--- config.mk ---
export PLATFORM = sky130hd
export DESIGN_NAME = servo_ramp_ctrl
export DESIGN_NICKNAME = d
export VERILOG_FILES = /design/src/rtl/servo_ramp_ctrl.sv
export SDC_FILE = /design/constraint.sdc
export NUM_CORES = 1
export LEC_CHECK = 0
export CAP_MARGIN = 25
export CORE_MARGIN = 2
export CORE_UTILIZATION = 50
export CTS_BUF_LIST = sky130_fd_sc_hd__clkbuf_4 sky130_fd_sc_hd__clkbuf_8
export DETAILED_ROUTE_END_ITERATION = 10
export PLACE_DENSITY_LB_ADDON = 0.15
export SLEW_MARGIN = 20
export SYNTH_ARGS = -nofsm -noshare
export SYNTH_HDL_FRONTEND = slang
export SYNTH_SLANG_ARGS = --single-unit
--- constraint.sdc ---
create_clock -name clk -period 13.6 [get_ports clk]
set_input_delay 2.72 -clock clk [delete_from_list [all_inputs] [get_ports clk]]
set_output_delay 2.72 -clock clk [all_outputs]
set_load 0.005 [all_outputs]
--- src/rtl/servo_ramp_ctrl.sv ---
`timescale 1ns / 1ps
`default_nettype none
// ============================================================================
// Module      : servo_ramp_ctrl
// Description : Command stage for the servo PWM generator. Accepts a target
//               duty through a valid/ready handshake and clamps it to the
//               servo-safe range [DUTY_MIN, DUTY_MAX]. It then slews the duty
//               setpoint toward the target by at most STEP per servo frame.
//               Once the target is reached, it holds for HOLD_FRAMES frames
//               and finally releases enable.
//
// Ports       :
//   clk         in   system clock
//   reset       in   synchronous active-high reset
//   cmd_valid   in   a target is offered on cmd_target
//   cmd_ready   out  block can accept a command (IDLE only)
//   cmd_target  in   requested duty, unclamped   [W-1:0]
//   duty        out  registered duty setpoint    [W-1:0]
//   enable      out  PWM enable
//   busy        out  high whenever not IDLE
//   done        out  one-cycle pulse at the end of HOLD
//   frame_tick  out  one-cycle pulse per servo frame
//
// Revision    : 1.0 - initial release
// ============================================================================
module servo_ramp_ctrl #(
    parameter int FRAME_CYCLES = 1000000,
    parameter int W            = 9,
    parameter int DUTY_MIN     = 50,
    parameter int DUTY_MAX     = 250,
    parameter int STEP         = 4,
    parameter int HOLD_FRAMES  = 25
) (
    input  logic         clk,
    input  logic         reset,
    input  logic         cmd_valid,
    output logic         cmd_ready,
    input  logic [W-1:0] cmd_target,
    output logic [W-1:0] duty,
    output logic         enable,
    output logic         busy,
    output logic         done,
    output logic         frame_tick
);

    // ------------------------------------------------------------------------
    // Constants
    // ------------------------------------------------------------------------
    localparam int c_cnt_w  = (FRAME_CYCLES > 1) ? $clog2(FRAME_CYCLES) : 1;
    localparam int c_hold_w = $clog2(HOLD_FRAMES + 1);

    localparam logic [c_cnt_w-1:0]  c_frame_last  = c_cnt_w'(FRAME_CYCLES - 1);
    localparam logic [c_hold_w-1:0] c_hold_frames = c_hold_w'(HOLD_FRAMES);
    localparam logic [W-1:0]        c_duty_min    = W'(DUTY_MIN);
    localparam logic [W-1:0]        c_duty_max    = W'(DUTY_MAX);
    localparam logic [W:0]          c_step        = (W + 1)'(STEP);

    localparam logic [1:0] c_st_idle = 2'd0;
    localparam logic [1:0] c_st_ramp = 2'd1;
    localparam logic [1:0] c_st_hold = 2'd2;

    // ------------------------------------------------------------------------
    // Registers
    // ------------------------------------------------------------------------
    logic [1:0]          r_state;
    logic [c_cnt_w-1:0]  r_frame_cnt;
    logic                r_frame_tick;
    logic [c_hold_w-1:0] r_hold_cnt;
    logic [W-1:0]        r_target;
    logic [W-1:0]        r_duty;
    logic                r_active;
    logic                r_cmd_ready;
    logic                r_done;

    // ------------------------------------------------------------------------
    // Combinational signals
    // ------------------------------------------------------------------------
    logic [c_cnt_w-1:0]  w_frame_nxt;
    logic [W-1:0]        w_clamped;
    logic                w_up;
    logic [W:0]          w_diff;
    logic [W:0]          w_delta;
    logic [W:0]          w_stepped;
    logic                w_reached;
    logic [c_hold_w-1:0] w_hold_inc;

    logic [1:0]          w_state_nxt;
    logic [c_hold_w-1:0] w_hold_nxt;
    logic [W-1:0]        w_target_nxt;
    logic [W-1:0]        w_duty_nxt;
    logic                w_active_nxt;
    logic                w_ready_nxt;
    logic                w_done_nxt;

    // ------------------------------------------------------------------------
    // Free-running frame counter. frame_tick is registered so that it is high
    // exactly during the cycle in which the counter holds FRAME_CYCLES-1.
    // ------------------------------------------------------------------------
    always_comb begin
        w_frame_nxt = r_frame_cnt + c_cnt_w'(1);
        if (r_frame_cnt == c_frame_last) begin
            w_frame_nxt = '0;
        end
    end

    always_ff @(posedge clk) begin
        if (reset) begin
            r_frame_cnt  <= '0;
            r_frame_tick <= 1'b0;
        end else begin
            r_frame_cnt  <= w_frame_nxt;
            r_frame_tick <= (w_frame_nxt == c_frame_last);
        end
    end

    // ------------------------------------------------------------------------
    // Target clamping
    // ------------------------------------------------------------------------
    always_comb begin
        w_clamped = cmd_target;
        if (cmd_target < c_duty_min) begin
            w_clamped = c_duty_min;
        end else if (cmd_target > c_duty_max) begin
            w_clamped = c_duty_max;
        end
    end

    // ------------------------------------------------------------------------
    // Slew step. The distance is formed one bit wider than the duty. Both
    // operands lie inside the clamp window, so the sum or difference can never
    // wrap. Comparing the full-width result against the zero-extended target
    // detects the end of the ramp.
    // ------------------------------------------------------------------------
    always_comb begin
        w_up      = (r_target > r_duty);
        w_diff    = w_up ? ({1'b0, r_target} - {1'b0, r_duty})
                         : ({1'b0, r_duty}   - {1'b0, r_target});
        w_delta   = (w_diff > c_step) ? c_step : w_diff;
        w_stepped = w_up ? ({1'b0, r_duty} + w_delta)
                         : ({1'b0, r_duty} - w_delta);
        w_reached = (w_stepped == {1'b0, r_target});
    end

    assign w_hold_inc = r_hold_cnt + c_hold_w'(1);

    // ------------------------------------------------------------------------
    // FSM next-state and next-output logic
    // ------------------------------------------------------------------------
    always_comb begin
        w_state_nxt  = r_state;
        w_hold_nxt   = r_hold_cnt;
        w_target_nxt = r_target;
        w_duty_nxt   = r_duty;
        w_done_nxt   = 1'b0;

        case (r_state)
            c_st_idle: begin
                // A frame_tick on the acceptance edge is ignored. Stepping
                // starts at the first tick seen from RAMP.
                if (cmd_valid && r_cmd_ready) begin
                    w_target_nxt = w_clamped;
                    w_hold_nxt   = '0;
                    w_state_nxt  = (w_clamped != r_duty) ? c_st_ramp : c_st_hold;
                end
            end

            c_st_ramp: begin
                // Duty moves only on frame boundaries so that the PWM stage
                // sees a stable value for a whole frame.
                if (r_frame_tick) begin
                    w_duty_nxt = w_stepped[W-1:0];
                    if (w_reached) begin
                        w_state_nxt = c_st_hold;
                        w_hold_nxt  = '0;
                    end
                end
            end

            c_st_hold: begin
                if (r_frame_tick) begin
                    w_hold_nxt = w_hold_inc;
                    if (w_hold_inc == c_hold_frames) begin
                        w_state_nxt = c_st_idle;
                        w_done_nxt  = 1'b1;
                    end
                end
            end

            default: begin
                w_state_nxt = c_st_idle;
            end
        endcase

        w_active_nxt = (w_state_nxt != c_st_idle);
        w_ready_nxt  = (w_state_nxt == c_st_idle);
    end

    // ------------------------------------------------------------------------
    // State and output registers
    // ------------------------------------------------------------------------
    always_ff @(posedge clk) begin
        if (reset) begin
            r_state     <= c_st_idle;
            r_hold_cnt  <= '0;
            r_target    <= c_duty_min;
            r_duty      <= c_duty_min;
            r_active    <= 1'b0;
            r_cmd_ready <= 1'b1;
            r_done      <= 1'b0;
        end else begin
            r_state     <= w_state_nxt;
            r_hold_cnt  <= w_hold_nxt;
            r_target    <= w_target_nxt;
            r_duty      <= w_duty_nxt;
            r_active    <= w_active_nxt;
            r_cmd_ready <= w_ready_nxt;
            r_done      <= w_done_nxt;
        end
    end

    assign cmd_ready  = r_cmd_ready;
    assign duty       = r_duty;
    assign enable     = r_active;
    assign busy       = r_active;
    assign done       = r_done;
    assign frame_tick = r_frame_tick;

endmodule

`default_nettype wire

==> impl_metrics.yaml <==
clock_tree:
  cts_buffers: 5
  cts_setup_buffers: 0
  cts_tree: "done"
  cts_max_level: 2
  cts_sinks: 49
  hold_buffers: 0
  insertion_delay_ns: 0.31
  cts_resized: 0
  cts_root_buf: "clkbuf_8"
  clockBufferDepth: 2
  path_clk_slew_ns: 0.10
timing:
  tightest_slew_ns: 0.5259
  timing.fmax_ghz: 0.1561
  slew_viol_final: 0
  post-route-min-period_ns: 6.408
  post-route-period-util: 0.4712
  max_slew_margin: 0.6484
  timing_hold_violations_final: 0
  clock_skew_ns: 0.007888
  setup_viol: 0
  rsz0062_at_grt: "no"
  setup_tns_ns: 0
final_layout:
  utilization: 0.5543
  nets: 598
  antennaDiodeCount: 0
  syn_to_final_growth_pct: 9.232
  drive_above_1_share: 0.04882
hold_path:
  hp-class: "reg -> reg"
  hold_path.startpoint: "r_frame_cnt[0]$_SDFF_PP0_"
  min_path_cells: 1
  holdPathEnd: "r_frame_cnt[0]$_SDFF_PP0_"
floorplan:
  die_area_mm2: 0.008954
  die_h_um: 94.63
  core_mm2: 0.008093
  die_w_um: 94.63
  boundaryPins: 26
  start_util: 0.5074
  rows: 33
setup_path:
  worst_setup_path_start_kind: "register"
  rrSetupSlack_ns: 7.19
  crit_arrival_ns: 6.65
  ff2ff_path_depth: 22
  crit_path_cell_trace: "inv_1 > ha_1 > nand4_2 > or3_4 > a21boi_4 > a32o_1 > nand3_2 > nor3_2 > nand2b_1 > ha_1 > a22o_1 > fa_1 > nor2b_1 > o211ai_1 > nand2_1 > or4_1 > a31oi_1 > or4b_1 > nor4_1 > nand2_1 > o21ai_4 > mux2i_1"
  critPathSlowestCell: "dfxtp_1"
  cp-end-kind: "register"
  timing.rr.end: "r_hold_cnt[1]$_SDFFE_PP0P_"
  crit_required_ns: 13.84
  crit_type: "reg -> reg"
  crit_path_max_incr_delay_ns: 0.57
  crit_fanout: 15
  r2r_start: "duty[5]$_SDFFE_PP1P_"
logic_synthesis:
  netlist_area_mm2: 0.004106
  synth_edf_count: 0
  yosys-top-cells-area: "dfxtp_1, ha_1, xnor2_1"
  synth_simple_gate_area_share: 0.2636
  synth_compound_area_frac: 0.2243
  synth.distinct_cells: 67
  async_flop_share: 0
  yosys-top-cells-count: "nor2_1, dfxtp_1, nand2_1"
  synth_fp_nets: 589
  synth-warning-count: 0
  syn_inst: 543
  ys_seq_area_frac: 0.2389
  ys.flop_type: "dfxtp_1"
  synth_adder_area_share: 0.1091
  synth_top_family_by_area: "simple AND/OR/NAND/NOR gates"
  synth.most_common_cell: "nor2_1"
  synthXorXnorAreaFrac: 0.09567
  muxShareOfSynthArea: 0.004875
  avgSynthCellArea_um2: 7.563
  synth_top_cell_area_share: 0.2389
  synth_top_cell_by_area: "dfxtp_1"
  ys_ff_latch: 49
power_and_ir_drop:
  ir_drop_uv: 59.10
  power_density_mw_per_mm2: 97.13
  internal_power_uw: 271.5
  power.switching_uw: 164.2
  combinationalPowerShare: 0.424
  p_sw_frac: 0.3769
  power.share.clock: 0.227
  pwr-share-seq: 0.349
  power_uw: 435.7
  leakage_nw: 1.708
route:
  met2WireLength_mm: 4.798
  wire_per_inst_um: 15.99
  wl_met3_um: 430
  vias_per_cell: 5.910
  drc: 0
  antenna_left: 0
  top_layer_used: "met4"
  routed_wirelength_mm: 10.52
  met1_length_mm: 4.939
  initialDrtViolationCount: 212
  first_pass_iters: 4
  num_vias: 3889
placement:
  io_buffers: 25
  place_hpwl_mm: 8.101
  gp_congestion: 0.9679
global_route:
  grt_pass1_vias: 3572
  overflow: 0
  grt_max_degree: 35
  grt_pass1_wl_mm: 17.05
  antenna_found_initial: 0
  grt_usage: 0.2391
job:
  maxCapViolations: 0
status:
  outcome: "complete, no violations"
[state kept, by name (all words and copies together) (netlist names)]
signal,count
cmd_ready,1
duty,9
r_frame_cnt,20
r_target,9
r_state,2
done,1
r_hold_cnt,5
busy,1
frame_tick,1
[layout by cell type, fill, tap and decap left out, types with 2 or more instances in the layout]
master,instances
nor2_1,66
xor2_1,14
nand4_1,9
nor2b_1,11
o21a_1,4
a221oi_1,2
a31oi_1,9
nand2_1,45
or4_1,2
nand3b_1,4
nand2b_1,10
a211o_1,7
a41oi_1,2
o21ai_0,24
nand3_1,23
a21oi_1,37
o2111ai_1,3
o31ai_1,3
inv_1,39
nor3_1,17
clkbuf_8,7
o41ai_1,2
dfxtp_1,49
fa_1,3
ha_1,31
clkdlybuf4s50_1,25
and3_1,5
or3_1,2
mux2i_1,2
nor4b_1,2
nor4_1,7
a22o_1,2
xnor2_1,29
o22ai_1,3
a21o_1,10
a211oi_1,7
or3b_2,2
or2_2,3
o32ai_1,2
[layout make-up]
type                    count  area [um^2]
clock buffers               7        96.34
multi-input cells         431         2864
flip-flops and latches     49        980.9
well taps                 105        131.4
inverters                  39        146.4
clock inverters             1        8.758
repair buffers             26        257.7
fillers                   774         3607
[through the flow]
step	hold slack, ns	worst slack (ns)	std cells	instance area (um^2)
after floorplan	0.4414	8.098	543	4106
after global placement	0.4646	7.487	650	4380
after detailed placement	0.4683	7.298	650	4380
after CTS	0.4912	7.272	658	4486
after global routing	0.5313	6.782	658	4486
final	0.4870	7.192	658	4486
[power groups by stage]
stage                     Combinational (mW)  Clock, mW  Sequential (mW)
after floorplan                        0.146          0            0.154
after global placement                 0.180          0            0.155
after detailed placement               0.181          0            0.155
after CTS                              0.182      0.101            0.152
after global routing                   0.205      0.106            0.152
final                                  0.185     0.0987            0.152
[worst max-delay path: cells and delay by family, from the launching register on]
family          cells  cell delay (ns)
compound gates      6             1.31
fa+ha+maj           3             1.27
buf+inv             1             0.09
flops               1             0.57
mux                 1             0.21
simple gates       11             2.88
[cell families after synthesis]
| logic type | Yosys count |
|---|---|
| AOI/OAI and AO/OA | 133 |
| xor gates and xnor gates | 44 |
| adders and majority gates | 34 |
| buffers and inverters | 63 |
| DFF | 49 |
| muxes | 2 |
| and+or+nand+nor | 218 |
[layer usage]
metal,vias to the layer above,GRT usage
met4,0,0.09662
met3,33,0.03512
li1,1948,-
met2,103,0.3800
met5,-,0
met1,1805,0.3247
[how the worst max path moves through the flow]
stage                         startpoint                          to  slack (ns)  depth (start not counted)
finish              duty[5]$_SDFFE_PP1P_  r_hold_cnt[1]$_SDFFE_PP0P_        7.19                         22
global placement    duty[5]$_SDFFE_PP1P_  r_hold_cnt[1]$_SDFFE_PP0P_        7.49                         22
CTS                 duty[5]$_SDFFE_PP1P_  r_hold_cnt[1]$_SDFFE_PP0P_        7.27                         22
floorplan           duty[1]$_SDFFE_PP1P_  r_hold_cnt[1]$_SDFFE_PP0P_        8.10                         23
detailed placement  duty[5]$_SDFFE_PP1P_  r_hold_cnt[1]$_SDFFE_PP0P_        7.30                         22
global route        duty[5]$_SDFFE_PP1P_  r_hold_cnt[1]$_SDFFE_PP0P_        6.78                         23
No activity file was read; power rests on OpenSTA's default activity.
